===== src/rtl/piso_pkg.sv =====
// Shared definitions for the parallel-in / serial-out serializer.
// The PARITY state is only ever entered when PISO_PARITY_EN is defined.
package piso_pkg;

  typedef enum logic [1:0] {
    IDLE   = 2'd0,
    SHIFT  = 2'd1,
    PARITY = 2'd2
  } piso_state_t;

  // Bit counter width able to hold 0..width-1 (never narrower than one bit).
  function automatic int cnt_width(input int width);
    return (width <= 2) ? 1 : $clog2(width);
  endfunction

endpackage


===== src/rtl/piso_serializer_if.sv =====
// Word-in / bit-out handshake bundle for piso_serializer.
// master = word producer and serial consumer, slave = the serializer itself.
interface piso_serializer_if #(
  parameter int WIDTH = 8
);
  logic [WIDTH-1:0] din;
  logic             din_valid;
  logic             din_ready;
  logic             sout;
  logic             sout_valid;
  logic             busy;
  logic             done;

  modport master (
    output din,
    output din_valid,
    input  din_ready,
    input  sout,
    input  sout_valid,
    input  busy,
    input  done
  );

  modport slave (
    input  din,
    input  din_valid,
    output din_ready,
    output sout,
    output sout_valid,
    output busy,
    output done
  );
endinterface


===== src/rtl/piso_parity.sv =====
// Combinational even-parity reducer: o_parity is the XOR of all WIDTH bits.
// Built as an explicit XOR chain so each stage maps onto a simple LUT cascade.
module piso_parity #(
  parameter int WIDTH = 8
) (
  input  logic [WIDTH-1:0] i_data,
  output logic             o_parity
);

  logic [WIDTH:0] w_chain;

  assign w_chain[0] = 1'b0;

  // One XOR stage per data bit.
  for (genvar gi = 0; gi < WIDTH; gi++) begin : g_xor
    assign w_chain[gi+1] = w_chain[gi] ^ i_data[gi];
  end

  assign o_parity = w_chain[WIDTH];

endmodule


===== src/rtl/piso_serializer.sv =====
// Parallel-in / serial-out serializer with a valid/ready word interface.
// A word accepted on a rising edge is shifted out one bit per cycle starting
// in the next cycle; done pulses on the last bit of the frame, where a new
// word may be accepted so frames can run back to back with no gap.
// Optional feature: define PISO_PARITY_EN to append one even-parity bit to
// every frame (frame length WIDTH+1 instead of WIDTH).
module piso_serializer #(
  parameter int WIDTH     = 8,
  parameter int MSB_FIRST = 1
) (
  input  logic               clk,
  input  logic               reset,
  piso_serializer_if.slave   bus
);
  import piso_pkg::*;

  localparam int            CW       = cnt_width(WIDTH);
  localparam logic [CW-1:0] LAST_CNT = CW'(WIDTH - 1);

  piso_state_t      r_state;
  piso_state_t      w_state_next;
  logic [WIDTH-1:0] r_shift;
  logic [WIDTH-1:0] w_shift_next;
  logic [CW-1:0]    r_cnt;
  logic [CW-1:0]    w_cnt_next;

  logic [WIDTH-1:0] w_shifted;
  logic             w_data_bit;
  logic             w_last_bit;
  logic             w_final;
  logic             w_din_ready;
  logic             w_xfer;
  logic             w_sout;
  logic             w_sout_valid;
  logic             w_busy;
  logic             w_done;

  // The register always presents the next bit at the same end, so the
  // outgoing bit is a fixed tap and each step is a one-place shift.
  assign w_shifted  = (MSB_FIRST != 0) ? {r_shift[WIDTH-2:0], 1'b0}
                                       : {1'b0, r_shift[WIDTH-1:1]};
  assign w_data_bit = (MSB_FIRST != 0) ? r_shift[WIDTH-1] : r_shift[0];
  assign w_last_bit = (r_cnt == LAST_CNT);

`ifdef PISO_PARITY_EN
  logic r_par;
  logic w_par_next;
  logic w_din_par;

  // Parity is taken from the word as it is accepted; the shift register
  // no longer holds the whole word by the time the parity bit is sent.
  piso_parity #(.WIDTH(WIDTH)) u_parity (
    .i_data   (bus.din),
    .o_parity (w_din_par)
  );

  assign w_final = (r_state == PARITY);
`else
  assign w_final = (r_state == SHIFT) && w_last_bit;
`endif

  // Ready depends only on registered state, so the transfer decision never
  // feeds back into itself through the next-state logic.
  assign w_din_ready = (r_state == IDLE) || w_final;
  assign w_xfer      = bus.din_valid && w_din_ready;

  // Next-state, datapath update and frame outputs.
  always_comb begin
    w_state_next = r_state;
    w_shift_next = r_shift;
    w_cnt_next   = r_cnt;
    w_sout       = 1'b0;
    w_sout_valid = 1'b0;
    w_busy       = 1'b0;
    w_done       = 1'b0;
`ifdef PISO_PARITY_EN
    w_par_next   = r_par;
`endif
    case (r_state)
      IDLE: begin
        w_state_next = IDLE;
      end
      SHIFT: begin
        w_sout       = w_data_bit;
        w_sout_valid = 1'b1;
        w_busy       = 1'b1;
        if (!w_last_bit) begin
          w_shift_next = w_shifted;
          w_cnt_next   = r_cnt + CW'(1);
        end else begin
`ifdef PISO_PARITY_EN
          w_state_next = PARITY;
`else
          w_done       = 1'b1;
          w_state_next = IDLE;
`endif
        end
      end
`ifdef PISO_PARITY_EN
      PARITY: begin
        w_sout       = r_par;
        w_sout_valid = 1'b1;
        w_busy       = 1'b1;
        w_done       = 1'b1;
        w_state_next = IDLE;
      end
`endif
      default: begin
        w_state_next = IDLE;
      end
    endcase
    // A transfer is only possible in IDLE or on the final bit; either way
    // it starts a fresh frame in the next cycle.
    if (w_xfer) begin
      w_state_next = SHIFT;
      w_shift_next = bus.din;
      w_cnt_next   = '0;
`ifdef PISO_PARITY_EN
      w_par_next   = w_din_par;
`endif
    end
  end

  // State and datapath registers; reset wins over any simultaneous transfer.
  always_ff @(posedge clk) begin
    if (reset) begin
      r_state <= IDLE;
      r_shift <= '0;
      r_cnt   <= '0;
`ifdef PISO_PARITY_EN
      r_par   <= 1'b0;
`endif
    end else begin
      r_state <= w_state_next;
      r_shift <= w_shift_next;
      r_cnt   <= w_cnt_next;
`ifdef PISO_PARITY_EN
      r_par   <= w_par_next;
`endif
    end
  end

  assign bus.din_ready  = w_din_ready;
  assign bus.sout       = w_sout;
  assign bus.sout_valid = w_sout_valid;
  assign bus.busy       = w_busy;
  assign bus.done       = w_done;

endmodule


===== src/flat_wrapper.sv =====
// flat-port wrapper written by rule: the top's interface ports become plain ports
module piso_serializer_flat import piso_pkg::*;
#(
  parameter int WIDTH     = 8,
  parameter int MSB_FIRST = 1
)
  (clk, reset, bus_din, bus_din_valid, bus_din_ready, bus_sout, bus_sout_valid, bus_busy, bus_done);
  piso_serializer_if #(.WIDTH(WIDTH)) bus_i ();
  input  logic clk;
  input  logic reset;
  input wire logic [$bits(bus_i.din)-1:0] bus_din;
  input wire logic [$bits(bus_i.din_valid)-1:0] bus_din_valid;
  output wire logic [$bits(bus_i.din_ready)-1:0] bus_din_ready;
  output wire logic [$bits(bus_i.sout)-1:0] bus_sout;
  output wire logic [$bits(bus_i.sout_valid)-1:0] bus_sout_valid;
  output wire logic [$bits(bus_i.busy)-1:0] bus_busy;
  output wire logic [$bits(bus_i.done)-1:0] bus_done;
  assign bus_i.din = bus_din;
  assign bus_i.din_valid = bus_din_valid;
  assign bus_din_ready = bus_i.din_ready;
  assign bus_sout = bus_i.sout;
  assign bus_sout_valid = bus_i.sout_valid;
  assign bus_busy = bus_i.busy;
  assign bus_done = bus_i.done;
  piso_serializer #(.WIDTH(WIDTH), .MSB_FIRST(MSB_FIRST)) u_core (.clk(clk), .reset(reset), .bus(bus_i));
endmodule

===== config.mk =====
export PLATFORM = sky130hd
export DESIGN_NAME = piso_serializer_flat
export DESIGN_NICKNAME = d
export VERILOG_FILES = /design/src/rtl/piso_pkg.sv /design/src/rtl/piso_serializer_if.sv /design/src/rtl/piso_parity.sv /design/src/rtl/piso_serializer.sv /design/src/flat_wrapper.sv
export SDC_FILE = /design/constraint.sdc
export NUM_CORES = 1
export LEC_CHECK = 0
export CAP_MARGIN = 20
export CORE_AREA = 2 2 39 41
export DETAILED_ROUTE_END_ITERATION = 10
export DIE_AREA = 0 0 41 43
export DONT_BUFFER_PORTS = 1
export PLACE_DENSITY = 0.65
export REMOVE_ABC_BUFFERS = 1
export SLEW_MARGIN = 0
export SYNTH_ARGS = -nofsm -noshare
export SYNTH_HDL_FRONTEND = slang
export SYNTH_SLANG_ARGS = --single-unit

===== constraint.sdc =====
create_clock -name clk -period 3.4 [get_ports clk]
set_input_delay 0.68 -clock clk [delete_from_list [all_inputs] [get_ports clk]]
set_output_delay 0.68 -clock clk [all_outputs]
set_load 0.05 [all_outputs]

==> flow_summary.json <==
{
  "setup-tns-final_ps": 0,
  "syn_to_final_growth_pct": 4.18,
  "slowest_stage": "dfxtp_1",
  "crit_chain": "ha_1 > ha_1 > nor2b_4 > inv_4",
  "numClockSinks": 12,
  "maxCapViolCount": 0,
  "finalWirelength_um": 879,
  "drc": 0,
  "hold_viol": 0,
  "dpl_worst_slack_ps": 1620,
  "drive_gt1_frac": 0.281,
  "portBuffers": 0,
  "ys_seq_area_frac": 0.402,
  "postRouteAntennaNets": 0,
  "synth_cell_types": 17,
  "clk_latency_ps": 270,
  "gp_congestion": 0.750,
  "grt_setup_unrepaired": "false",
  "cts_tree": "yes",
  "yosys-top-cells-area": "dfxtp_1, a211oi_2, mux2i_1, nor2_1, ha_1",
  "coreArea_mm2": 0.00138,
  "drv_slew": 0,
  "max_slew_margin": 0.788,
  "critPathKind": "register to output pin",
  "synth_cells": 56,
  "antenna_cells": 0,
  "slowest_delay_ps": 330,
  "mostFrequentLayoutCell": "dfxtp_1",
  "grt_pass1_vias": 362,
  "antenna_found_initial": 0,
  "grt_usage": 0.130,
  "regArea_um2": 240,
  "multi_input_area_um2": 313,
  "cts_setup_buffers": 0,
  "start_util": 0.432,
  "grt_overflow": 0,
  "crit_path_end_kind": "output pin",
  "post_drt_wl_per_cell_um": 12.0,
  "crit_arrival_ps": 1400,
  "grt_max_degree": 19,
  "vdd_ir_drop_max_mv": 0.268,
  "status": "finished clean",
  "setup_viol": 0,
  "viasPerCell": 5.27,
  "cts-root-buf": "clkbuf_4",
  "grt_pass1_wl_um": 1490,
  "synth.top_cell.area_share": 0.402,
  "hold_buffers": 0,
  "ctsResizeCount": 0,
  "layout_min_cycle_time_ps": 2080,
  "skew_ps": 2.25,
  "ios": 16,
  "cts_buffers": 3,
  "required_ps": 2720,
  "ys_ff_latch": 12,
  "path_common_cell": "ha_1",
  "critical_path.reg2reg.startpoint": "u_core.r_cnt[0]",
  "crit_buf_inv": 1,
  "cts_max_path_buffers": 2,
  "period_share": 0.612,
  "syn_avg_cell_area_um2": 10.7,
  "num_rows": 14,
  "setup.worst_path.start": "u_core.r_cnt[0]",
  "p_leak_nw": 0.261,
  "drt_iter0_drc": 4,
  "nets": 71,
  "clock.fmax_ghz": 0.480,
  "final_cell_mix": "dfxtp_1, nor2_1, mux2i_1",
  "pwr_density_cell_mw_per_mm2": 502,
  "hold_class": "primary input to register",
  "synth_area_um2": 598,
  "finalWorstSetupSlack_ps": 1320,
  "min-delay-start": "reset",
  "via_count": 385,
  "dieArea_mm2": 0.00176,
  "critPathLaunchType": "register",
  "yosysWarnings": 0,
  "synth_largest_area_cell": "dfxtp_1",
  "crit_family": "adder cells",
  "max_slew.worst_pin.slew_ps": 318,
  "path_max_fanout": 18,
  "n_fill_cell": 136,
  "dieHeight_um": 43,
  "dieWidth_um": 41,
  "drt_first_pass_iters": 4,
  "path_clk_slew_ps": 80,
  "cts_max_level": 1
}
sequential cells by signal, indices dropped and copies added, names as in the netlist:
| signal | cells |
|---|---|
| u_core.r_shift | 8 |
| u_core.r_state | 1 |
| u_core.r_cnt | 3 |
cell usage after synthesis:
master    instances
a21oi_1           3
buf_4             1
ha_1              2
nand3b_1          3
nor3_1            1
mux2i_1           8
a211oi_2          7
buf_6             1
and2_2            2
nor2_1            9
buf_2             1
inv_4             1
dfxtp_1          12
or2b_1            1
nor2b_4           1
buf_8             1
nand2_1           2
logic make-up after synthesis:
logic type / synth area share
multiplexers: 0.134
AO/OA/AOI/OAI: 0.172
AND/OR/NAND/NOR: 0.176
adder cells (fa/ha/maj): 0.0418
buffers and inverters: 0.0753
flip-flops: 0.402
power by group:
group | switching (mW) | total [mW] | internal [mW]
clock network | 0.0484 | 0.114 | 0.0651
logic | 0.0267 | 0.0442 | 0.0175
registers | 0.00440 | 0.155 | 0.150
total | 0.0795 | 0.313 | 0.233
per-stage QoR:
step	cells	instance area [um2]	power [mW]	hold slack (ps)	util
6_report	73	623	0.313	457	0.450
5_1_grt	73	623	0.327	443	0.450
4_1_cts	73	623	0.318	448	0.450
3_5_place_dp	69	587	0.203	482	0.424
3_3_place_gp	69	587	0.203	484	0.424
2_1_floorplan	52	559	0.198	461	-
layer usage:
metal	routed length [um]	GRT usage
met1	397	0.163
met2	408	0.178
met3	60	0.0209
met4	12	0.120
met5	0	0
area by class of cell:
| cell class | instances | area share |
|---|---|---|
| multi-input cells | 39 | 0.502 |
| flip-flops and latches | 12 | 0.386 |
| repair buffers | 1 | 0.0120 |
| well taps | 16 | 0.0321 |
| clock buffers | 4 | 0.0582 |
| inverters | 1 | 0.0100 |
path summary, 6_finish.rpt:
kind,endpoint,slack [ps],cells after the start
setup / recovery,bus_din_ready,1320,4
hold / removal,u_core.r_shift[1],460,1
setup reg to reg,u_core.r_shift[6],1940,6
hold reg to reg,u_core.r_cnt[1],490,2
worst reg2reg max path: stages (launching register included):
cell and delay (ps):
dfxtp_1 330, ha_1 200, ha_1 220, nor2b_4 210, inv_4 170, nor2_1 160, a211oi_2 60
Power figures use the tool's default switching activity.
